## src/rtl/rounder_scheduler.sv

```systemverilog
// Round-robin scheduler that time-shares one rounder between NCH requesters.
// It picks one requester per cycle and drives the rounder input. Each result
// comes back one cycle later, tagged with the channel it came from. While a
// result waits for the consumer, no new sample is issued, because the rounder
// holds its output as long as DIN_CE is low.
module rounder_scheduler #(
  parameter int NCH        = 4,
  parameter int DIN_WIDTH  = 12,
  parameter int DOUT_WIDTH = 10,
  localparam int CW        = (NCH > 1) ? $clog2(NCH) : 1
) (
  input  logic                     CLK,
  input  logic                     RST,
  input  logic                     EN,
  input  logic [NCH*DIN_WIDTH-1:0] REQ_DATA,
  input  logic [NCH-1:0]           REQ_VALID,
  output logic [NCH-1:0]           REQ_READY,
  output logic [DIN_WIDTH-1:0]     RND_DIN,
  output logic                     RND_CE,
  input  logic [DOUT_WIDTH-1:0]    RND_DOUT,
  output logic [DOUT_WIDTH-1:0]    RES_DATA,
  output logic [CW-1:0]            RES_CH,
  output logic                     RES_VALID,
  input  logic                     RES_READY,
  output logic                     BUSY
);

  typedef enum logic [1:0] {
    IDLE   = 2'd0,
    ACTIVE = 2'd1,
    DRAIN  = 2'd2
  } state_t;

  state_t          state;
  state_t          state_next;
  logic [CW-1:0]   ptr;
  logic [CW-1:0]   grant;
  logic [CW-1:0]   cand;
  logic            any_valid;
  logic            issue;
  logic            res_valid;
  logic [CW-1:0]   res_ch;

  // Adds an offset to a channel index, wrapping at NCH (works for non-power-of-2 NCH).
  function automatic logic [CW-1:0] wrap_add(input logic [CW-1:0] base, input int offset);
    int sum;
    sum = int'(base) + offset;
    if (sum >= NCH) sum = sum - NCH;
    return CW'(sum);
  endfunction

  // Pick the first valid channel starting at ptr; lower offsets win, so scan high to low.
  always_comb begin
    grant     = '0;
    cand      = '0;
    any_valid = |REQ_VALID;
    for (int k = NCH - 1; k >= 0; k--) begin
      cand = wrap_add(ptr, k);
      if (REQ_VALID[cand]) grant = cand;
    end
  end

  // Issue only when running, enabled, something is requested and the result slot frees up.
  always_comb begin
    issue     = !RST && (state == ACTIVE) && EN && any_valid && (!res_valid || RES_READY);
    REQ_READY = issue ? (NCH'(1) << grant) : '0;
    RND_CE    = issue;
    RND_DIN   = '0;
    for (int i = 0; i < NCH; i++) begin
      if (any_valid && (grant == CW'(i))) RND_DIN = REQ_DATA[i*DIN_WIDTH +: DIN_WIDTH];
    end
  end

  // State register.
  always_ff @(posedge CLK) begin
    if (RST) state <= IDLE;
    else     state <= state_next;
  end

  // Next-state logic: DRAIN lets a pending result leave before stopping.
  always_comb begin
    state_next = state;
    case (state)
      IDLE: begin
        if (EN) state_next = ACTIVE;
      end
      ACTIVE: begin
        if (!EN) state_next = res_valid ? DRAIN : IDLE;
      end
      DRAIN: begin
        if (res_valid && RES_READY) state_next = IDLE;
      end
      default: state_next = IDLE;
    endcase
  end

  // Pointer, result tag and result-valid flag; a new issue overrides a consumed result.
  always_ff @(posedge CLK) begin
    if (RST) begin
      ptr       <= '0;
      res_ch    <= '0;
      res_valid <= 1'b0;
    end else if (issue) begin
      ptr       <= wrap_add(grant, 1);
      res_ch    <= grant;
      res_valid <= 1'b1;
    end else if (RES_READY) begin
      res_valid <= 1'b0;
    end
  end

  assign RES_DATA  = RND_DOUT;
  assign RES_CH    = res_ch;
  assign RES_VALID = res_valid;
  assign BUSY      = (state != IDLE);

endmodule

```

## config.mk

```make
export PLATFORM = sky130hd
export DESIGN_NAME = rounder_scheduler
export DESIGN_NICKNAME = d
export VERILOG_FILES = /design/src/rtl/rounder_scheduler.sv
export SDC_FILE = /design/constraint.sdc
export NUM_CORES = 1
export LEC_CHECK = 0
export ABC_AREA = 1
export BUFFER_PORTS_ARGS = -buffer_cell sky130_fd_sc_hd__buf_2
export CORE_AREA = 5 5 46 78
export CTS_CLUSTER_DIAMETER = 50
export DETAILED_ROUTE_END_ITERATION = 7
export DIE_AREA = 0 0 51 83
export PLACE_DENSITY = 0.83
export SETUP_SLACK_MARGIN = 0.02
export SYNTH_ARGS = -nofsm -noshare
export SYNTH_HDL_FRONTEND = slang
export SYNTH_SLANG_ARGS = --single-unit
```

## constraint.sdc

```tcl
create_clock -name CLK -period 4.3 [get_ports CLK]
set_clock_uncertainty 0.2 [all_clocks]
set_input_delay 0.645 -clock CLK [delete_from_list [all_inputs] [get_ports CLK]]
set_output_delay 0.645 -clock CLK [all_outputs]
set_load 0.1 [all_outputs]
```

After elaboration in Yosys (flattened, before gate mapping)
Cells that the tools add are included.

storage, ports and cells
  bits in registers = 7
  latch bits = 0
  RAM bits = 0
  bits in read-only memories = 0
  input bits = 66
  output and inout bits = 31
  word-level logic and storage cells = 78
  memories = 0

cells by class
  $add $sub $neg = 9
  multipliers = 0
  div/mod/pow operators = 0
  $lt $le $gt $ge = 9
  eq/ne operators = 8
  shift-type cells = 1
  multiplexer cells = 29
  bitwise operators = 0
  reductions and logical operators = 18

operator list
  cell                                                        count
  two-way mux 12 bit                                          4
  two-way mux 2 bit                                           13
  >= comparator 3 bit, second input constant                  4
  less-than comparator 2 x 3 -> 1 bit, second input constant  4
  subtractor 2 x 1 -> 2 bit, second input constant            5
  logical AND 1 bit                                           9
  binary-select mux 1 bit (select 2 bit)                      4
  adder 2 x 1 -> 3 bit, second input constant                 2
  adder 2 x 2 -> 3 bit, second input constant                 2
  equality test 2 bit, second input constant                  3
  two-way mux 1 bit                                           6
  inequality test 2 bit, second input constant                3
  one-hot mux 2 bit (3 select lines)                          1
  equality test 2 x 1 -> 1 bit, second input constant         2
  logical NOT 2 bit                                           2
  two-way mux 4 bit                                           1
  nonzero test 2 bit                                          2
  OR reduction 4 bit                                          1
  << shifter 1 x 2 -> 4 bit, first input constant             1
  >= comparator 2 x 3 -> 1 bit, second input constant         1
  AND reduction 3 bit                                         1
  logical NOT 1 bit                                           2
  logical OR 1 bit                                            1

Longest topological paths before layout
  depth in word-level cells = 15
  mapped depth = 16
  gate-level depth less buffers = 14

Worst setup path after synthesis
OpenSTA, ideal clock, no wires.

  path kind = input to output
  from = input REQ_VALID[3]
  to = output RND_DIN[0]
  data arrival time = 3.424 ns
  required time = 3.455 ns
  path slack = 0.031 ns
  stages = 15
  buffers on the path = 1
  cells stage by stage = inv_1 > nand2_1 > nand3_1 > nand2_1 > inv_2 > nand2_1 > nand2_1 > nand2_2 > ha_1 > inv_1 > nand3_2 > buf_4 > nor2_1 > o21ai_1 > a31oi_1

between the ends
  word-level cells in the longest chain between the ends = 12
  elaborated cells on any way between the ends = 25
  classes of those cells = eq/ne (3); mux (16); reduce/logical (6)

ends and longest elaborated chain
  element                                  RTL line  RTL
  start: declaration                       16        input logic [NCH-1:0] REQ_VALID,
  binary-select mux 1 bit (select 2 bit)   59        if (REQ_VALID[cand]) grant = cand;
  two-way mux 1 bit (implied by the code)  59
  two-way mux 2 bit (3 in series)          59
  two-way mux 2 bit *                      59
  named net grant[0]                       37        logic [CW-1:0] grant;
  logical NOT 2 bit                        70        if (any_valid && (grant == CW'(i))) RND_DIN = REQ_DATA[i*DIN_WIDTH +: DIN_WIDTH];
  logical AND 1 bit                        70
  two-way mux 12 bit (3 in series)         70
  two-way mux 12 bit *                     70
  end: declaration                         18        output logic [DIN_WIDTH-1:0] RND_DIN,

The timed path passes the listed nets; every way through them passes the cells marked *. The select of a mux whose other input is x is not followed.

Worst setup path after layout
  from = input REQ_VALID[3]
  to = output RND_DIN[1]

The elaborated chain is that of the path after synthesis.

==> run_summary.xml <==
<?xml version="1.0" encoding="UTF-8"?>
<metrics>
  <group name="outcome">
    <metric name="status" unit="">finished, final reports clean</metric>
  </group>
  <group name="floorplan">
    <metric name="die-width" unit="µm">51</metric>
    <metric name="placementRows" unit="">26</metric>
    <metric name="io-pin-count" unit="">97</metric>
    <metric name="fp.dieH" unit="µm">83</metric>
    <metric name="core_region_area" unit="µm²">2900</metric>
    <metric name="floorplan.die_area" unit="µm²">4230</metric>
    <metric name="start_util" unit="">0.402</metric>
  </group>
  <group name="synth">
    <metric name="post_synth_num_cell_types" unit="">25</metric>
    <metric name="synth_fp_nets" unit="">274</metric>
    <metric name="post_synth_top_area_share" unit="">0.135</metric>
    <metric name="post_synthesis_register_bit_count" unit="">7</metric>
    <metric name="postSynthCellCount" unit="">204</metric>
    <metric name="avgSynthCellArea" unit="µm²">5.71</metric>
    <metric name="yosysWarningCount" unit="">0</metric>
    <metric name="synth-seq-area-share" unit="">0.120</metric>
    <metric name="yosys-top-cells-area" unit="">nor2_1 (14%), inv_1 (13%), dfxtp_1 (12%)</metric>
    <metric name="synth.largest_area_cell" unit="">nor2_1</metric>
    <metric name="post_synth_instance_area" unit="µm²">1160</metric>
  </group>
  <group name="cts">
    <metric name="number_of_buffers_inserted_during_clock_tree_synthesis" unit="">3</metric>
    <metric name="cts.htree.levels" unit="">1</metric>
    <metric name="clock_tree_from_tritoncts" unit="">yes</metric>
    <metric name="clkSlewWorstSetupHoldPaths" unit="ps">40</metric>
    <metric name="postCtsResizedCells" unit="">0</metric>
    <metric name="insertion_delay" unit="ps">230</metric>
    <metric name="cts_hold_buffers" unit="">0</metric>
    <metric name="cts-root-buf" unit="">clkbuf_8</metric>
    <metric name="cts_setup_buffers" unit="">0</metric>
    <metric name="clockBufferDepth" unit="">2</metric>
    <metric name="numClockSinks" unit="">7</metric>
  </group>
  <group name="grt">
    <metric name="globalRoute.totalOverflow" unit="">0</metric>
    <metric name="via_count_of_the_first_global_routing_pass" unit="">1272</metric>
    <metric name="grt_total_usage" unit="">0.156</metric>
    <metric name="maximum_number_of_pins_on_one_net_before_global_route_repair" unit="">25</metric>
    <metric name="grt_pass1_wl" unit="mm">5.37</metric>
    <metric name="antenna_violations_before_repair" unit="">0</metric>
  </group>
  <group name="layout">
    <metric name="areaGrowthSynthToFinish" unit="%">28.7</metric>
    <metric name="drive_gt1_frac" unit="">0.375</metric>
    <metric name="insertedDiodeCount" unit="">0</metric>
    <metric name="finish.utilization" unit="">0.518</metric>
    <metric name="net_count_reported_at_finish" unit="">338</metric>
    <metric name="post-route-cell-area" unit="µm²">1500</metric>
  </group>
  <group name="worst_setup_path">
    <metric name="critical_path.reg2reg.endpoint" unit="">ptr[1]</metric>
    <metric name="cp-end-kind" unit="">primary output</metric>
    <metric name="arrival" unit="ps">2940</metric>
    <metric name="worstSetupStartpointType" unit="">input port</metric>
    <metric name="worstRegToRegCells" unit="">10</metric>
    <metric name="worst_r2r_startpoint" unit="">ptr[0]</metric>
    <metric name="worstPathRequired" unit="ps">3450</metric>
    <metric name="crit_chain" unit="">buf_2, inv_1, nand2_1, nand3_1, nand2_1, inv_2, nand2_1, nand2_1, nand2_2, inv_1, ha_1, nand2_2, inv_1, nand2_1, a31oi_1, buf_2</metric>
    <metric name="max_stage_delay" unit="ps">460</metric>
    <metric name="rrSetupSlack" unit="ps">2270</metric>
    <metric name="cell_repeated_most_along_the_worst_path" unit="">nand2_1</metric>
    <metric name="crit_fanout" unit="">13</metric>
    <metric name="crit_type" unit="">input port to primary output</metric>
    <metric name="cp_slowest_cell" unit="">buf_2</metric>
  </group>
  <group name="timing">
    <metric name="setup_repair_after_global_routing_missed_its_margin" unit="">false</metric>
    <metric name="timing_hold_violations_final" unit="">0</metric>
    <metric name="finalWorstPathRequiredPeriod" unit="ps">3780</metric>
    <metric name="setup_violations" unit="">0</metric>
    <metric name="max_clock_freq" unit="GHz">0.264</metric>
    <metric name="worst-slew-pin-transition" unit="ps">502</metric>
    <metric name="maxSlewHeadroom" unit="">0.668</metric>
    <metric name="finalMaxSlewViolations" unit="">0</metric>
    <metric name="post-route-period-util" unit="">0.880</metric>
    <metric name="setup_tns" unit="ps">0</metric>
  </group>
  <group name="place">
    <metric name="place_congestion" unit="">0.956</metric>
    <metric name="placement.io_buffers" unit="">76</metric>
    <metric name="post-dp-hpwl" unit="mm">2.90</metric>
    <metric name="place_area" unit="µm²">1450</metric>
  </group>
  <group name="detailed_routing">
    <metric name="detailroute.via_count" unit="">1411</metric>
    <metric name="dr.first_iter.drc_count" unit="">22</metric>
    <metric name="drtPass1Iterations" unit="">4</metric>
    <metric name="drt-total-wl" unit="mm">3.43</metric>
    <metric name="avgViaCountPerCell" unit="">4.78</metric>
    <metric name="wl_per_cell" unit="µm">11.6</metric>
    <metric name="postRouteAntennaNets" unit="">0</metric>
    <metric name="drc" unit="">0</metric>
  </group>
  <group name="job">
    <metric name="maxCapViolCount" unit="">0</metric>
  </group>
  <group name="worst_hold_path">
    <metric name="min-delay-path-class" unit="">register to register</metric>
    <metric name="hold_start" unit="">RES_CH[0]</metric>
    <metric name="holdPathStages" unit="">2</metric>
    <metric name="hold-path-endpoint" unit="">RES_CH[0]</metric>
  </group>
  <group name="pwr">
    <metric name="p_int" unit="mW">0.218</metric>
    <metric name="power.switching_fraction" unit="">0.645</metric>
    <metric name="clkPwrFrac" unit="">0.150</metric>
    <metric name="share_of_power_burned_in_registers" unit="">0.116</metric>
    <metric name="total_leakage_power" unit="nW">0.902</metric>
    <metric name="power_frac_comb" unit="">0.734</metric>
    <metric name="p_per_cell_area" unit="nW/µm²">410</metric>
    <metric name="power.switching" unit="mW">0.397</metric>
    <metric name="vdd_ir_drop_max" unit="µV">213</metric>
  </group>
</metrics>
how the worst max path moves through the flow:
| stage | start | end | slack (ps) | depth (start not counted) |
|---|---|---|---|---|
| CTS | REQ_VALID[3] | RND_DIN[4] | 500 | 16 |
| global route | REQ_VALID[3] | RND_DIN[11] | 240 | 16 |
| detailed placement | REQ_VALID[3] | RND_DIN[4] | 500 | 16 |
| floorplan | REQ_VALID[3] | RND_DIN[0] | 30 | 15 |
| global placement | REQ_VALID[3] | RND_DIN[4] | 570 | 16 |
| finish | REQ_VALID[3] | RND_DIN[1] | 520 | 16 |
Yosys cell counts:
| cell type | count |
|---|---|
| dfxtp_1 | 7 |
| buf_4 | 14 |
| nand3_1 | 7 |
| buf_6 | 1 |
| nand4_1 | 3 |
| inv_1 | 40 |
| o21ai_1 | 13 |
| buf_2 | 2 |
| nor2_1 | 42 |
| a31oi_1 | 12 |
| nand3_4 | 1 |
| nand3_2 | 3 |
| inv_2 | 3 |
| nand2_2 | 8 |
| nand2_1 | 31 |
| nand4_4 | 1 |
| ha_1 | 4 |
| o21ai_0 | 2 |
| and2_4 | 1 |
| a21oi_1 | 4 |
| nor2_8 | 1 |
| o21a_1 | 1 |
| inv_6 | 1 |
| a21oi_2 | 1 |
| nor3_4 | 1 |
placed cells by master (no fill, tap or decap), types with 2 or more instances in the layout:
cell,instances
dfxtp_1,7
ha_1,4
inv_1,40
nand3_1,7
inv_2,3
nand3_2,3
o21ai_0,2
a31oi_1,12
buf_2,76
a21oi_1,4
nand4_1,3
nand2_2,8
nand2_1,31
clkbuf_8,3
o21ai_1,13
nor2_1,42
flip-flops by register name (all words and copies together), names as in the netlist:
register	count
RES_CH	2
RES_VALID	1
ptr	2
state	2
worst max-delay path, delay by kind of cell:
kind,cells,cell delay [ps]
compound gates,1,210
fa+ha+maj,1,180
buf+inv,6,1120
simple gates,8,750
stage by stage:
| stage | worst slack (ps) | power [mW] | hold WS, ps | cells |
|---|---|---|---|---|
| final | 518 | 0.615 | 285 | 295 |
| after floorplan | 30.6 | 0.496 | 281 | 204 |
| after CTS | 495 | 0.620 | 286 | 295 |
| after global placement | 571 | 0.521 | 265 | 291 |
| after global routing | 242 | 0.649 | 318 | 295 |
| after detailed placement | 502 | 0.524 | 270 | 291 |
area by class of cell:
class / count / area [µm²]
fillers: 300 / 1400
multi-input cells: 136 / 728
inverters: 44 / 170
clock buffers: 4 / 45.0
repair buffers: 76 / 380
flip-flops and latches: 7 / 140
well taps: 28 / 35.0
power groups by stage:
| stage | combinational (mW) | clock [mW] | sequential, mW |
|---|---|---|---|
| floorplan | 0.419 | 0 | 0.0768 |
| global placement | 0.449 | 0 | 0.0722 |
| detailed placement | 0.451 | 0 | 0.0723 |
| CTS | 0.453 | 0.0955 | 0.0712 |
| global route | 0.478 | 0.0999 | 0.0717 |
| finish | 0.451 | 0.0924 | 0.0713 |
cell families after synthesis:
logic type	share of synthesized area
buffers and inverters	0.255
AND/OR/NAND/NOR	0.422
adder cells (fa/ha/maj)	0.0430
AO/OA/AOI/OAI	0.160
flip-flops	0.120
routing by layer:
metal | vias up | global-route usage | share of wire | wire (µm)
li1 | 744 | - | - | -
met1 | 584 | 0.163 | 0.38 | 1290
met2 | 76 | 0.289 | 0.49 | 1680
met3 | 7 | 0.0323 | 0.12 | 408
met4 | 0 | 0.0588 | 0.016 | 56
met5 | - | 0 | 0 | 0
No activity file was read; power rests on OpenSTA's default activity.
